File: config.mk
export PLATFORM = sky130hd
export DESIGN_NAME = sat_counter
export DESIGN_NICKNAME = d
export VERILOG_FILES = /design/src/rtl/sat_counter.sv
export SDC_FILE = /design/constraint.sdc
export NUM_CORES = 1
export LEC_CHECK = 0
export ABC_AREA = 0
export CAP_MARGIN = 10
export CORE_AREA = 2 2 39 41
export DETAILED_ROUTE_END_ITERATION = 6
export DIE_AREA = 0 0 41 43
export GPL_ROUTABILITY_DRIVEN = 0
export PLACE_DENSITY_LB_ADDON = 0.2
export SLEW_MARGIN = 20
export SYNTH_ARGS = -nofsm -noshare
export SYNTH_HDL_FRONTEND = slang
export SYNTH_SLANG_ARGS = --single-unit
File: constraint.sdc
create_clock -name clk -period 1.67 [get_ports clk]
set_clock_uncertainty 0.05 [all_clocks]
set_input_delay 0.334 -clock clk [delete_from_list [all_inputs] [get_ports clk]]
set_output_delay 0.334 -clock clk [all_outputs]
set_load 0.05 [all_outputs]
File: src/rtl/sat_counter.sv
// Saturating up-counter with a synchronous clear that wins over increment.
module sat_counter #(
    parameter int W = 8
) (
    input  logic         clk,
    input  logic         rstn,
    input  logic         clear,
    input  logic         inc,
    output logic [W-1:0] cnt
);

    logic [W-1:0] cnt_d;
    logic [W-1:0] cnt_q;

    // Next count: clear first, otherwise increment unless already at all-ones.
    always_comb begin
        cnt_d = cnt_q;
        if (clear) begin
            cnt_d = '0;
        end else if (inc && (cnt_q != {W{1'b1}})) begin
            cnt_d = cnt_q + 1'b1;
        end
    end

    // Count register, asynchronously cleared.
    always_ff @(posedge clk or negedge rstn) begin
        if (!rstn) cnt_q <= '0;
        else       cnt_q <= cnt_d;
    end

    assign cnt = cnt_q;

endmodule

# [Word level (Yosys, flattened, before mapping)]
# Index checks and enable logic that the tools add are counted.
[word_totals] register_bits=8 inputBits=4 wordCells=7 output_inout_bits=8
[op_classes] n_eq_ne=1 mux=2 n_reduce_logical=2 n_addsub=1
[op_table] operator="two-way mux 8 bit" n=2
[op_table] operator="adder 8 x 1 -> 8 bit (second input constant)" n=1
[op_table] operator="inequality test 8 bit (second input constant)" n=1
[op_table] operator="nonzero test 2 bit" n=1
[op_table] operator="logical AND 1 bit" n=1

# [Depth between registers and ports, before layout]
[depth] ltp_word=4 ltp_mapped=4 mapped_depth_nobuf=4

# [Least setup slack after synthesis]
# OpenSTA, ideal clock, no wires.
[synth_path] path_type="flip-flop to flip-flop" startpoint="reg cnt_q[0], in the netlist cnt[0]" endpoint="reg cnt_q[0], in the netlist cnt[0]" setup_ns=0.125 path_stages_with_launch=5 arrival_ns=1.734 required_ns=1.495 period_less_slack_ns=1.909 setup_slack_ns=-0.239 path_buffers=0 cell_sequence="dfrtp_1 > ha_1 > and4_2 > a21boi_1 > mux2_2"
[synth_between] elab_chain_len=3 elab_cells_between_ends=6 classes_between="1 x add/sub; 1 x eq/ne; 2 x mux; 2 x reduce/logical"
[synth_rtl] element="start, declared" line="13" text="logic [W-1:0] cnt_q;"
[synth_rtl] element="start signal, assigned" line="28" text="else cnt_q <= cnt_d;"
[synth_rtl] element="adder 8 x 1 -> 8 bit or inequality test 8 bit (tied branches)" line="21, 20"
[synth_rtl] element="two-way mux 8 bit or logical AND 1 bit (tied branches)" line="20" text="end else if (inc && (cnt_q != {W{1'b1}})) begin"
[synth_rtl] element="two-way mux 8 bit or nonzero test 2 bit (tied branches)"
# Parallel ways exist; a longest one is shown, timed or not. The select of a mux whose other input is x is not followed.
# A chain may end at the register's enable or synchronous reset.

# [Final worst setup path]
# Same ends and word-level chain as after synthesis.

==> reports/results.tsv <==
metric	value	unit
outcome	finished clean	
final_cell_mix	buf_12 (8), buf_4 (8), dfrtp_1 (6)	
ctsHoldBuffers	0	
fp.dieH	43	µm
grt_max_degree	9	
yosys_register_bits	8	
final_cells	85	
clock.fmax	0.6569	GHz
core_area	1384	µm²
portBuffers	11	
area_growth	65.23	%
num_rows	14	
slew_headroom	0.7245	
r2r_cells	4	
slew_viol_final	0	
end_kind	register	
synth_area_leaders	dfrtp_1 (43%), mux2_2 (4.9%), nor3_1 (4.3%)	
drc	0	
ctsHtreeMaxLevel	1	
r2r_setup_slack	0.15	ns
cp.required	1.77	ns
cts_tree	yes	
io_pins	12	
worst_slack	0.1477	ns
crit_path_max_incr_delay	0.42	ns
p_per_area	595.4	nW/µm²
cts.sinks	8	
clk_latency	0.27	ns
antenna_found_initial	0	
cts_made_buffers	3	
cp.arrival	1.63	ns
route.detailed.wl_per_inst	13.68	µm
yosysWarnings	0	
path_class	reg -> reg	
post_cts_resized	0	
syn_inst	49	
vias_per_cell	5.447	
syn-num-nets	54	
netlist_area	464.2	µm²
cap_violations	0	
hpwl	908.5	µm
syn_avg_cell_area	9.473	µm²
crit_path_cell_trace	ha_4 > and4_2 > a21boi_2 > mux2_2	
route.vias.total	463	
crit_start	cnt[0]	
path_max_fanout	5	
n_fill_cell	129	
setup_viol	0	
post-place-ws	-0.03365	ns
die_w	41	µm
grt_util_all_layers	0.1707	
regArea	202.7	µm²
r2r_start	cnt[0]	
place_inst	82	
r2r_end	cnt[0]	
worst_pin_slew	0.4028	ns
drive_gt1_frac	0.3913	
synth_top_area_cell	dfrtp_1	
finalHoldViolations	0	
cts_root_buffer	clkbuf_4	
antenna_left	0	
finalPower	0.4566	mW
diodes	0	
min_period	1.522	ns
cts.reportedPaths.clkPinSlew	0.06	ns
yosysUniqueCellTypes	28	
post_cts_buffers	0	
worstSetupEndpoint	cnt[0]	
p_leak	0.3127	nW
yosysSeqAreaShare	0.4313	
multi_input_area	264.0	µm²
period_share	0.9115	
gr-total-overflow	0	
grt_pass1_wl	2.028	mm
startpoint_type	register	
initial_core_util	0.3354	
synth.top_cell.area_share	0.4313	
wl	1.163	mm
vdd_drop_max	0.3609	mV
nets	76	
drtIter0Drc	3	
rsz0062_at_grt	false	
crit_slowest_cell	dfrtp_2	
largest_register_ffs	8	
grt_pass1_vias	450	
cts_buffer_depth	2	
hold_ws	0.3071	ns
first_pass_iters	4	
dieArea	1763	µm²
hp-class	in -> async	
layer usage:
metal	routed length [µm]	vias up	global-route usage
met3	55	6	0.03665
met1	492	215	0.2230
li1	-	225	-
met4	40	0	0.1000
met5	0	-	0
met2	574	17	0.2469
where the power goes:
part / switching, mW / internal (mW)
combinational: 0.0445 / 0.0458
clock: 0.0786 / 0.0831
sequential: 0.00533 / 0.199
kinds of logic (layout without fill, tap and decap cells):
kind of cell    Yosys count  in the layout  share of synthesized area
compound gates            9              9                     0.1267
simple gates             24             24                     0.3100
flops                     8              8                     0.4313
mux                       3              3                    0.07008
buf+inv                   4             24                    0.03503
fa+ha+maj                 1              1                    0.02695
worst min-delay path by stage:
| stage | startpoint | to | slack [ns] | cells after the start |
|---|---|---|---|---|
| 2_1_floorplan | rstn | cnt[0] | -0.01 | 0 |
| 3_3_place_gp | rstn | cnt[7] | 0.60 | 1 |
| 3_5_place_dp | rstn | cnt[7] | 0.60 | 1 |
| 4_1_cts | rstn | cnt[7] | 0.33 | 1 |
| 5_1_grt | rstn | cnt[6] | 0.35 | 1 |
| 6_report | rstn | cnt[7] | 0.31 | 1 |
critical path, delay by kind of cell, from the launching register on:
kind                     cells  cell delay [ns]
flip-flops                   1             0.42
adder cells (fa/ha/maj)      1             0.16
AO/OA/AOI/OAI                1             0.17
multiplexers                 1             0.35
AND/OR/NAND/NOR              1             0.26
cell type report:
type | instances | share of cell area
multi-input cells | 37 | 0.3442
repair buffers | 19 | 0.3263
flip-flops and latches | 8 | 0.2643
clock buffers | 3 | 0.02936
well taps | 16 | 0.02610
inverters | 2 | 0.009788
cells in the mapped netlist:
cell type  instances
nand3_2            1
ha_1               1
nand4_1            1
and4_2             1
nand2b_1           3
mux2_2             2
a31oi_1            1
and4_1             1
o21ai_0            1
and3_1             1
nand2_1            2
nor3b_1            1
or3_1              1
mux2i_1            1
a41oi_1            1
nor2_1             2
nor3_1             4
dfrtp_1            8
clkbuf_1           1
nor4_1             1
a21oi_1            3
nand3_1            2
a2111oi_0          1
nor2b_1            3
buf_2              1
a211oi_1           1
inv_1              2
a21boi_1           1
through the flow:
step                utilization  TNS (ns)  instance area, µm²
floorplan                     -         0               483.0
finish                   0.5543         0               767.0
global route             0.5543         0               767.0
detailed placement       0.5380  -0.06350               744.5
global placement         0.5380         0               744.5
CTS                      0.5543         0               767.0
Note: power is estimated with default switching activity, not from simulation.
